==> src/rtl/apu_mixer.sv <==
// apu_mixer: time-multiplexed four-channel mixer with per-channel mute and
// master volume, followed by a first-order delta-sigma modulator on o_pdm.
// Optional feature macro: APU_MIXER_PDM_EN builds the modulator. When it is
// left undefined, o_pdm is tied low and no modulator state exists.
module apu_mixer #(
  parameter int unsigned IN_WIDTH = 9
) (
  input  logic                  i_clk,
  input  logic                  i_reset,
  input  logic                  i_sample_stb,
  input  logic [IN_WIDTH-1:0]   i_ch0,
  input  logic [IN_WIDTH-1:0]   i_ch1,
  input  logic [IN_WIDTH-1:0]   i_ch2,
  input  logic [IN_WIDTH-1:0]   i_ch3,
  input  logic [3:0]            i_mute,
  input  logic [3:0]            i_volume,
  output logic [IN_WIDTH+1:0]   o_sample,
  output logic                  o_sample_valid,
  output logic                  o_busy,
  output logic                  o_overrun,
  output logic                  o_pdm
);

  localparam int unsigned OW = IN_WIDTH + 2;
  // acc (OW bits) times vol+1 (5 bits)
  localparam int unsigned PW = OW + 5;

  typedef enum logic [1:0] {StIdle, StAccum, StScale} state_e;

  state_e                state_q;
  logic [1:0]            idx_q;
  logic [OW-1:0]         acc_q;
  logic [IN_WIDTH-1:0]   ch0_q, ch1_q, ch2_q, ch3_q;
  logic [3:0]            mute_q;
  logic [3:0]            vol_q;
  logic [OW-1:0]         sample_q;
  logic                  valid_q;
  logic                  overrun_q;

  logic [IN_WIDTH-1:0]   ch_sel;
  logic [OW-1:0]         add_val;
  logic [PW-1:0]         prod;
  logic [OW-1:0]         scaled;

  // Pick the shadowed channel for the current slot and apply its mute bit.
  always_comb begin
    ch_sel = '0;
    case (idx_q)
      2'd0:    ch_sel = ch0_q;
      2'd1:    ch_sel = ch1_q;
      2'd2:    ch_sel = ch2_q;
      default: ch_sel = ch3_q;
    endcase
    add_val = mute_q[idx_q] ? '0 : OW'(ch_sel);
    prod    = PW'(acc_q) * PW'({1'b0, vol_q} + 5'd1);
    // The max result is the max sum, so the truncation drops only zero bits.
    scaled  = OW'(prod >> 4);
  end

  // Mixer FSM: capture on strobe, accumulate four slots, scale, publish.
  always_ff @(posedge i_clk) begin
    if (i_reset) begin
      state_q   <= StIdle;
      idx_q     <= '0;
      acc_q     <= '0;
      ch0_q     <= '0;
      ch1_q     <= '0;
      ch2_q     <= '0;
      ch3_q     <= '0;
      mute_q    <= '0;
      vol_q     <= '0;
      sample_q  <= '0;
      valid_q   <= 1'b0;
      overrun_q <= 1'b0;
    end else begin
      valid_q   <= 1'b0;
      overrun_q <= i_sample_stb && (state_q != StIdle);
      case (state_q)
        StIdle: begin
          if (i_sample_stb) begin
            ch0_q   <= i_ch0;
            ch1_q   <= i_ch1;
            ch2_q   <= i_ch2;
            ch3_q   <= i_ch3;
            mute_q  <= i_mute;
            vol_q   <= i_volume;
            acc_q   <= '0;
            idx_q   <= '0;
            state_q <= StAccum;
          end
        end
        StAccum: begin
          acc_q <= acc_q + add_val;
          idx_q <= idx_q + 2'd1;
          if (idx_q == 2'd3) begin
            state_q <= StScale;
          end
        end
        StScale: begin
          sample_q <= scaled;
          valid_q  <= 1'b1;
          state_q  <= StIdle;
        end
        default: state_q <= StIdle;
      endcase
    end
  end

  assign o_sample       = sample_q;
  assign o_sample_valid = valid_q;
  assign o_busy         = (state_q != StIdle);
  assign o_overrun      = overrun_q;

`ifdef APU_MIXER_PDM_EN
  logic [OW-1:0] pacc_q;
  logic          pdm_q;
  logic [OW:0]   pdm_sum;

  // Carry out of the phase accumulator is the 1-bit density output.
  always_comb begin
    pdm_sum = {1'b0, pacc_q} + {1'b0, sample_q};
  end

  // Modulator runs every clock; phase is not disturbed by sample updates.
  always_ff @(posedge i_clk) begin
    if (i_reset) begin
      pacc_q <= '0;
      pdm_q  <= 1'b0;
    end else begin
      pacc_q <= pdm_sum[OW-1:0];
      pdm_q  <= pdm_sum[OW];
    end
  end

  assign o_pdm = pdm_q;
`else
  assign o_pdm = 1'b0;
`endif

endmodule

==> config.mk <==
export PLATFORM = sky130hd
export DESIGN_NAME = apu_mixer
export DESIGN_NICKNAME = d
export VERILOG_FILES = /design/src/rtl/apu_mixer.sv
export SDC_FILE = /design/constraint.sdc
export NUM_CORES = 1
export LEC_CHECK = 0
export BUFFER_PORTS_ARGS = -buffer_cell sky130_fd_sc_hd__buf_4
export CAP_MARGIN = 30
export CORE_AREA = 5 5 71 137
export CTS_CLUSTER_DIAMETER = 50
export DETAILED_ROUTE_END_ITERATION = 16
export DIE_AREA = 0 0 76 142
export GPL_ROUTABILITY_DRIVEN = 0
export MAX_ROUTING_LAYER = met4
export PLACE_DENSITY = 0.79
export SYNTH_ARGS = -nofsm -noshare
export SYNTH_HDL_FRONTEND = slang
export SYNTH_SLANG_ARGS = --single-unit
==> constraint.sdc <==
create_clock -name i_clk -period 4.6 [get_ports i_clk]
set_input_delay 0.23 -clock i_clk [delete_from_list [all_inputs] [get_ports i_clk]]
set_output_delay 0.23 -clock i_clk [all_outputs]
set_load 0.01 [all_outputs]
# Yosys cells after proc, flatten, opt, wreduce, memory -nomap -nowiden
# Index checks and enable logic that the tools add are counted.
# op_classes
n_addsub	3
mul	1
n_lt_le_gt_ge	1
eq_ne	7
muxes	12
n_reduce_logical	8
# op_table
cell	count
9-bit one-hot mux with 3 select lines	1
11-bit one-hot mux with 2 select lines	1
11-bit by 5-bit multiplier with 15-bit output	1
11-bit by 9-bit adder with 11-bit output	1
11-bit two-way mux	1
9-bit two-way mux	1
2-bit one-hot mux with 2 select lines	2
2-bit equality test, second input constant	3
2-bit two-way mux	3
2-bit AND reduction	3
4-bit by 1-bit adder with 5-bit output, second input constant	1
2-bit by 1-bit equality test with 1-bit output, second input constant	2
2-bit zero test	2
2-bit inequality test, second input constant	2
2-bit nonzero test	2
2-bit by 3-bit < comparator with 1-bit output, second input constant	1
2-bit by 1-bit adder with 2-bit output, second input constant	1
1-bit binary-select mux with 2-bit select	1
1-bit two-way mux	2
1-bit logical AND	1
# totals
ff_bits	72
inputBits	47
output_inout_bits	15

# Logic depth before layout (Yosys ltp)
# Gate-level depths: netlist of the first run.
# logic_depth
word_depth	5
ltp_mapped	17

# Worst setup path after synthesis of the first run
# Ideal clock, no wire load.
# synth_path
kind	register -> register
start	register vol_q[0]
end	register sample_q[9], in the netlist o_sample[9]
arrival_ns	4.122
path_slack_ns	0.356
path_stages_with_launch	17
path_buffers	1
path_cell_list	dfxtp_1 > ha_1 > and3_1 > clkbuf_1 > and2_1 > fa_1 > fa_1 > inv_1 > fa_1 > inv_1 > ha_1 > nand4_1 > o221a_2 > o21ai_4 > nand3_2 > mux2i_1 > a221o_1
# synth_between
elab_chain_len	2
# synth_rtl
item	line	text
from (decl)	35	logic [3:0] vol_q;
from (signal assigned)	86	vol_q <= i_volume;
4-bit by 1-bit adder with 5-bit output	55	prod = PW'(acc_q) * PW'({1'b0, vol_q} + 5'd1);
11-bit by 5-bit multiplier with 15-bit output	55	
to (signal assigned)	100	sample_q <= scaled;
to (decl)	36	logic [OW-1:0] sample_q;
# Every way passes these cells.
# A chain may end at the register's enable or synchronous reset.

# Worst setup path in the final report of the first run
# Ends and elaborated chain as after synthesis.

==> flow_summary.yaml, run 1 <==
setup_path:
  crit_arrival_ps: 4660
  worstSetupPathType: "register to register"
  path_cells: "ha_1, and3_2, buf_4, and2_1, fa_1, fa_1, inv_1, fa_1, inv_1, ha_1, a21o_1, a21oi_2, o21ai_4, nand3_2, mux2i_1, a221o_1"
  critPathSlowestCell: "fa_1"
  cpMostUsedCell: "fa_1"
  critPathCaptureType: "register"
  required_ps: 4830
  cp_max_fo: 8
  slowest_delay_ps: 550
  start_kind: "register"
floorplanning:
  die_h_um: 142
  io_pins: 62
  row_count: 48
  coreArea_um2: 8590
  initial_core_util: 0.565
  die_x_um: 76
  die_area_um2: 10800
hold_path:
  hold_path_class: "primary input to register"
final_layout:
  fin_area_um2: 5730
  drive_gt1_frac: 0.163
  area_delta_synth_final_pct: 18.2
  nets: 766
  diodes: 0
  nFillCells: 711
global_routing:
  grt_start_max_net_pins: 73
  grt_overflow_total: 0
  gr-usage-all-layers: 0.232
  grt_antenna_before_repair: 0
  grt_pass1_wl_um: 19900
  grt_pass1_vias: 4581
drt:
  ant_nets: 0
  via_per_inst: 5.77
  wl_per_cell_um: 15.4
  wl_met1_um: 3950
  routed-via-count: 4397
  met3_length_um: 512
  dr.pass1.iters: 6
  routed.top_layer: "met4"
  wirelength_um: 11800
  remaining_drc_errors: 0
  drt_iter0_drc: 275
  met2_length_um: 6590
synth:
  ys_warn_count: 0
  synth_top_cells_by_area: "dfxtp_1 (30%), fa_1 (11%), nand2_1 (9.8%)"
  yosysMostFrequentCell: "nand2_1"
  synth-simple-area-share: 0.227
  synth_top_cell_by_area: "dfxtp_1"
  synth-xor-area-share: 0.0289
  synth_commonest_cells: "nand2_1 (126), a21oi_1 (82), dfxtp_1 (72), inv_1 (46), nor2_1 (37)"
  async_flop_share: 0
  yosysSeqAreaShare: 0.297
  muxShareOfSynthArea: 0.00903
  synth_compound_area_frac: 0.174
  yosys.area.top_type_share: 0.297
  synthAdderAreaFrac: 0.200
  syn_inst: 608
  synth_cell_type_count: 54
  synth_top_family_by_area: "simple AND/OR/NAND/NOR gates"
  synth_seq_cells: 72
  syn-cell-area_um2: 4850
  syn_area_per_cell_um2: 7.97
  syn-num-nets: 717
  synth-edff-count: 0
  ys.flop_type: "dfxtp_1"
sta:
  worst-slew-pin-transition_ps: 743
  finalCriticalPeriod_ps: 4420
  tns_ps: 0
  max_freq_ghz: 0.226
  finalHoldViolations: 0
  finalMaxSlewViolations: 0
  relSlewSlack: 0.505
  clock_skew_ps: 6.72
  setup_violations: 0
  finalWorstSetupSlack_ps: 175
  finalCritPeriodShare: 0.962
power:
  ir_worst_vdd_mv: 0.330
  leakagePower_uw: 0.00265
  pwr_density_cell_nw_per_um2: 280
cts:
  cts.clk_slew.worst_paths_ps: 60
  numCtsBuffers: 9
  clock_path_buffers: 2
  cts_tree: "built"
  htree_levels: 3
  cts_sinks: 72
  clockRootBuffer: "clkbuf_16"
  clk_latency_ps: 350
place:
  hpwl_um: 8860
  numPortBuffers: 60
  place_ws_ps: 70.3
  dpl-instance-area_um2: 5350
outcome:
  status: "finished, final reports clean"
flow_run:
  cap_violations: 0
[routing by layer]
metal	vias up	global-route usage
li1	2120	-
met2	143	0.432
met1	2081	0.204
met5	-	-
met4	0	0.164
met3	53	0.0425
[placed cells by master, fill, tap and decap left out, types with 6 or more instances in the layout]
cell type,Yosys,final
nand2b_1,12,12
and2_1,26,26
xnor2_1,7,6
dfxtp_1,72,70
buf_4,1,71
inv_1,46,46
fa_1,26,26
o21ai_0,9,9
nand2_1,126,126
nor2_1,37,37
nand3_1,11,11
ha_1,36,36
xor2_1,9,8
nor3_1,6,6
a21o_1,6,6
clkbuf_16,0,9
a21oi_1,82,81
a222oi_1,9,9
[flip-flops by register name (all words and copies together) (netlist names)]
signal          count
o_overrun           1
o_sample           11
ch0_q               9
acc_q              11
ch2_q               9
state_q             2
idx_q               2
ch1_q               9
mute_q              4
ch3_q               9
o_sample_valid      1
vol_q               4
[power breakdown]
group | switching, uW | total [uW] | internal [uW]
clock network | 271 | 735 | 464
logic | 113 | 196 | 83.5
registers | 22.6 | 675 | 652
[repair_timing]
item / in CTS / in global routing
setup endpoints to repair: 0 / 6
resized for setup: 0 / 8
buffers inserted: 0 / 3
hold buffers: 0 / 0
[layout make-up]
| cell class | instances | area (um^2) | share of cell area |
|---|---|---|---|
| clock inverters | 4 | 51.3 | 0.00895 |
| inverters | 46 | 173 | 0.0301 |
| flip-flops and latches | 72 | 1440 | 0.252 |
| clock buffers | 12 | 267 | 0.0465 |
| multi-input cells | 457 | 3140 | 0.548 |
| repair buffers | 71 | 533 | 0.0930 |
| well taps | 100 | 125 | 0.0218 |
[final timing paths]
check | start | depth (start not counted) | slack, ps | to
worst max register to register | vol_q[0] | 16 | 180 | o_sample[9]
worst min register to register | o_sample[5] | 2 | 440 | o_sample[5]
worst min-delay path | i_ch0[0] | 3 | 130 | ch0_q[0]
worst max-delay path | vol_q[0] | 16 | 180 | o_sample[9]
[critical path: cells and delay by family, from the launching register on]
kind / cells / cell delay, ps
buffers and inverters: 3 / 260
DFF: 1 / 360
AOI/OAI and AO/OA: 4 / 890
and+or+nand+nor: 3 / 520
muxes: 1 / 80
adders and majority gates: 5 / 2200
[kinds of logic after synthesis]
logic type | count (synthesis)
simple gates | 239
compound gates | 136
fa+ha+maj | 62
mux | 3
flops | 72
xor+xnor | 16
other cells | 1
buf+inv | 79
[stage by stage]
stage / hold slack (ps) / total power (uW) / util / std cells
floorplan: 366 / 808 / - / 608
global placement: 434 / 872 / 0.623 / 743
detailed placement: 438 / 880 / 0.623 / 743
CTS: 129 / 1610 / 0.660 / 759
global route: 140 / 1670 / 0.667 / 762
finish: 130 / 1610 / 0.667 / 762
No activity file was read; power rests on OpenSTA's default activity.
==> inputs of run 2 (changes only) <==
- BUFFER_PORTS_ARGS: -buffer_cell sky130_fd_sc_hd__buf_4 -> default
- CORE_AREA: 5 5 71 137 -> 5 5 68 132
- DIE_AREA: 0 0 76 142 -> 0 0 73 137
- DONT_BUFFER_PORTS: default -> 1
- PLACE_DENSITY: 0.79 -> 0.74
==> flow_summary.yaml, run 2 (synthesis gave the netlist of run 1 again) <==
global_routing:
  grt_overflow_total: 0
  gr-usage-all-layers: 0.231
  grt_antenna_before_repair: 0
  grt_pass1_vias: 3862
  grt_pass1_wl_um: 17700
  grt_start_max_net_pins: 60
place:
  place_inst: 678
  hpwl_um: 7610
  numPortBuffers: 0
sta:
  clock_skew_ps: 5.50
  setup_violations: 0
  worst-slew-pin-transition_ps: 650
  timing.hold.ws_ps: 21.9
  relSlewSlack: 0.566
  finalMaxSlewViolations: 0
  tns_ps: 0
  finalCritPeriodShare: 0.938
  finalHoldViolations: 0
  rsz0062_at_grt: "no"
  finalCriticalPeriod_ps: 4320
  max_freq_ghz: 0.232
setup_path:
  cp_top_family: "adder cells"
  r2r_slack_ps: 280
  crit_arrival_ps: 4530
  critPathSlowestCell: "fa_1"
  endpoint: "o_sample[9]"
  path_buf_inv: 2
  r2r-start: "vol_q[0]"
  start_kind: "register"
  rr_worst_depth: 15
  cp.depth: 15
  required_ps: 4810
  cpMostUsedCell: "fa_1"
  timing.rr.end: "o_sample[9]"
  critPathCaptureType: "register"
  critical_path.startpoint: "vol_q[0]"
  worstSetupPathType: "register to register"
  path_cells: "ha_1, xor2_1, and2_1, fa_1, fa_1, inv_1, fa_1, inv_1, ha_1, nand4_1, o221a_2, o21ai_4, nand3_2, mux2i_1, a221o_1"
  slowest_delay_ps: 540
  cp_max_fo: 5
drt:
  wirelength_um: 10900
  ant_nets: 0
  drt_iter0_drc: 297
  dr.pass1.iters: 5
  remaining_drc_errors: 0
  via_per_inst: 5.83
  routed-via-count: 4061
  wl_per_cell_um: 15.6
outcome:
  status: "finished, final reports clean"
power:
  ir_worst_vdd_mv: 0.288
  pwr-share-comb: 0.099
  leakagePower_uw: 0.00236
  switching_share: 0.243
  p_sw_uw: 399
  pwr-share-clk: 0.491
  p_int_uw: 1240
  pwr_density_cell_nw_per_um2: 311
  pwr-share-seq: 0.410
final_layout:
  layout_commonest_cell: "nand2_1"
  instances_no_fill: 697
  layout_common_cells: "nand2_1 (126), a21oi_1 (82), dfxtp_1 (72)"
  drive_gt1_frac: 0.0632
  nets: 705
  area_delta_synth_final_pct: 8.85
  diodes: 0
cts:
  cts_setup_buffers: 0
  cts_sinks: 72
  numCtsBuffers: 9
  cts.clk_slew.worst_paths_ps: 60
  clock_path_buffers: 2
  htree_levels: 3
  cts_tree: "built"
  clk_latency_ps: 330
  cts-resized-gates: 0
  clockRootBuffer: "clkbuf_16"
floorplanning:
  row_count: 46
  die_h_um: 137
  die_x_um: 73
  initial_core_util: 0.619
  coreArea_um2: 7830
  io_pins: 62
  die_area_um2: 10000
hold_path:
  hold_path_class: "primary input to register"
flow_run:
  cap_violations: 0
run 2: cell types whose count changed in the layout (fill, tap and decap cells not counted), moves of 2 or more:
cell,change
clkbuf_8,-3
dfxtp_1,+2
bufinv_16,+2
dfxtp_2,-2
buf_4,-63
run 2: routing by layer:
| metal | vias to the layer above | wire length (um) | track usage |
|---|---|---|---|
| met4 | 0 | 287 | 0.0945 |
| li1 | 2008 | - | - |
| met1 | 1936 | 4480 | 0.283 |
| met3 | 24 | 457 | 0.0441 |
| met2 | 93 | 5640 | 0.369 |
| met5 | - | 0 | - |
run 2: power by group through the flow:
stage	clock network (uW)	logic [uW]	registers, uW
final	806	163	674
after global routing	838	186	677
after CTS	811	162	674
after detailed placement	0	149	687
after global placement	0	146	686
after floorplan	0	128	680
run 2: timing repair:
action / CTS / global route
setup endpoints to repair: 0 / 0
hold buffers: 2 / 0
hold endpoints to repair: 59 / 0
run 2: worst min-delay path by stage:
stage / start / to / slack [ps] / depth (start not counted)
finish: i_reset / o_sample[7] / 20 / 1
global route: i_reset / o_sample[7] / 10 / 1
CTS: i_reset / o_sample[7] / 10 / 1
detailed placement: i_reset / o_sample[6] / 310 / 1
global placement: i_reset / o_sample[6] / 300 / 1
floorplan: i_mute[2] / mute_q[2] / 370 / 2
run 2: layout make-up:
class / instances / area [um^2]
Clock buffer: 10 / 229
Clock inverter: 6 / 115
Fill cell: 707 / 2550
Inverter: 46 / 173
Multi-Input combinational cell: 457 / 3100
Sequential cell: 72 / 1440
Tap cell: 96 / 120
Timing Repair Buffer: 10 / 97.6
run 2: stage by stage:
stage	cell area, um^2	total power (uW)	utilization	worst slack, ps
3_3_place_gp	4890	832	0.625	390
2_1_floorplan	4850	808	-	356
3_5_place_dp	4890	836	0.625	273
6_report	5280	1640	0.674	283
4_1_cts	5270	1650	0.673	262
5_1_grt	5280	1700	0.674	3.74
run 2: worst reg2reg max path: stages (launching register included):
cell and delay, ps:
dfxtp_1 370, ha_1 190, xor2_1 280, and2_1 190
fa_1 440, fa_1 540, inv_1 50, fa_1 520
inv_1 40, ha_1 300, nand4_1 170, o221a_2 330
o21ai_4 210, nand3_2 100, mux2i_1 130, a221o_1 330
==> inputs of run 3 (changes only) <==
--- a/config.mk
+++ b/config.mk
@@ -8,6 +8,5 @@
 export CAP_MARGIN = 30
-export CORE_AREA = 5 5 68 132
-export CTS_CLUSTER_DIAMETER = 50
+export CORE_AREA = 5 5 76 148
 export DETAILED_ROUTE_END_ITERATION = 16
-export DIE_AREA = 0 0 73 137
+export DIE_AREA = 0 0 81 153
 export DONT_BUFFER_PORTS = 1
@@ -15,3 +14,3 @@
 export MAX_ROUTING_LAYER = met4
-export PLACE_DENSITY = 0.74
+export PLACE_DENSITY = 0.6
 export SYNTH_ARGS = -nofsm -noshare
==> constraint.sdc (replaced) <==
create_clock -name i_clk -period 4.6 [get_ports i_clk]
set_input_delay 1.15 -clock i_clk [delete_from_list [all_inputs] [get_ports i_clk]]
set_output_delay 1.15 -clock i_clk [all_outputs]
set_load 0.01 [all_outputs]
==> flow_summary.yaml, run 3 (synthesis gave the netlist of run 1 again) <==
cts:
  cts_sinks: 72
  cts.clk_slew.worst_paths_ps: 60
  htree_levels: 3
  cts_hold_buf: 0
  cts_tree: "built"
  clockRootBuffer: "clkbuf_16"
  clock_path_buffers: 2
  clk_latency_ps: 340
  numCtsBuffers: 9
drt:
  remaining_drc_errors: 0
  drt_iter0_drc: 158
  routed-via-count: 4022
  dr.pass1.iters: 6
  via_per_inst: 5.46
  wl_per_cell_um: 15.9
  wirelength_um: 11700
  ant_nets: 0
floorplanning:
  die_h_um: 153
  io_pins: 62
  die_x_um: 81
  initial_core_util: 0.484
  row_count: 52
  coreArea_um2: 10000
  die_area_um2: 12400
setup_path:
  start_kind: "register"
  worstSetupPathType: "register to register"
  timing.rr.end: "o_sample[9]"
  endpoint: "o_sample[9]"
  r2r-start: "vol_q[0]"
  r2r_slack_ps: 170
  cp_max_fo: 9
  critPathCaptureType: "register"
  required_ps: 4830
  critical_path.startpoint: "vol_q[0]"
  rr_worst_depth: 16
  crit_arrival_ps: 4660
sta:
  relSlewSlack: 0.558
  finalCritPeriodShare: 0.963
  clock_skew_ps: 3.60
  finalHoldViolations: 0
  rsz0062_at_grt: "no"
  worst-slew-pin-transition_ps: 662
  finalCriticalPeriod_ps: 4430
  max_freq_ghz: 0.226
  setup_violations: 0
  tns_ps: 0
  finalMaxSlewViolations: 0
  finalWorstSetupSlack_ps: 172
power:
  pwr_density_cell_nw_per_um2: 304
  leakagePower_uw: 0.00236
  ir_worst_vdd_mv: 0.244
final_layout:
  layout_common_cells: "nand2_1 (126), a21oi_1 (82), dfxtp_1 (71)"
  area_delta_synth_final_pct: 9.83
  layout_commonest_cell: "nand2_1"
  nets: 705
  diodes: 0
  drive_gt1_frac: 0.0715
hold_path:
  hold_path_class: "register to register"
global_routing:
  grt_pass1_vias: 4222
  grt_start_max_net_pins: 73
  gr-usage-all-layers: 0.207
  grt_pass1_wl_um: 19500
  grt_overflow_total: 0
  grt_antenna_before_repair: 0
place:
  numPortBuffers: 0
  hpwl_um: 9110
  place_ws_ps: 62.7
outcome:
  status: "finished, final reports clean"
flow_run:
  cap_violations: 0
==> run 3: worst max-delay path: stages (launching register included) <==
cell	delay (ps)
dfxtp_2	360
ha_1	250
and3_1	230
buf_4	170
and2_1	180
fa_1	500
fa_1	540
inv_1	50
fa_1	520
inv_1	40
ha_1	370
a21o_1	230
a21oi_1	260
o21ai_4	130
nand3_2	100
mux2i_1	70
a221o_1	320
==> run 3: area by class of cell <==
| cell class | count | area (um^2) |
|---|---|---|
| multi-input combinational | 457 | 3120 |
| fill | 1017 | 4690 |
| inverter | 46 | 173 |
| tap | 135 | 169 |
| clock buffer | 9 | 225 |
| clock inverter | 7 | 104 |
| timing repair buffer | 10 | 95.1 |
| sequential | 72 | 1440 |
==> run 3: how the worst min path moves through the flow <==
stage,startpoint,to,slack [ps],cells past startpoint
detailed placement,ch1_q[5],ch1_q[5],440,2
finish,ch3_q[6],ch3_q[6],450,2
global route,ch1_q[5],ch1_q[5],470,2
global placement,ch1_q[2],ch1_q[2],440,2
floorplan,mute_q[2],mute_q[2],430,2
CTS,ch1_q[5],ch1_q[5],450,2
==> run 3: metal layers <==
| layer | routed length [um] | track usage | vias up | part of all wire |
|---|---|---|---|---|
| met2 | 7040 | 0.399 | 87 | 0.60 |
| met4 | 278 | 0.0902 | 0 | 0.024 |
| met5 | 0 | - | - | 0 |
| li1 | - | - | 1995 | - |
| met1 | 4050 | 0.193 | 1920 | 0.35 |
| met3 | 324 | 0.0283 | 20 | 0.028 |
==> run 3: stage by stage <==
stage,instance area (um^2),hold WS (ps),power [uW],util,std cells
2_1_floorplan,4850,433,808,-,608
3_3_place_gp,4940,438,837,0.494,718
3_5_place_dp,4970,441,846,0.496,719
4_1_cts,5300,449,1630,0.529,735
5_1_grt,5330,468,1680,0.531,736
6_report,5330,451,1620,0.531,736
==> run 3: power breakdown <==
part / internal [uW] / switching [uW] / leakage (uW)
clock network: 482 / 307 / 0.000154
logic: 60.8 / 96.2 / 0.00162
registers: 652 / 23.2 / 0.000588
==> run 3: timing repair <==
action,4_1_cts,5_1_grt
gates resized for setup,0,3
setup endpoints to repair,0,5
setup buffers,0,1
endpoints found under the hold margin,0,0
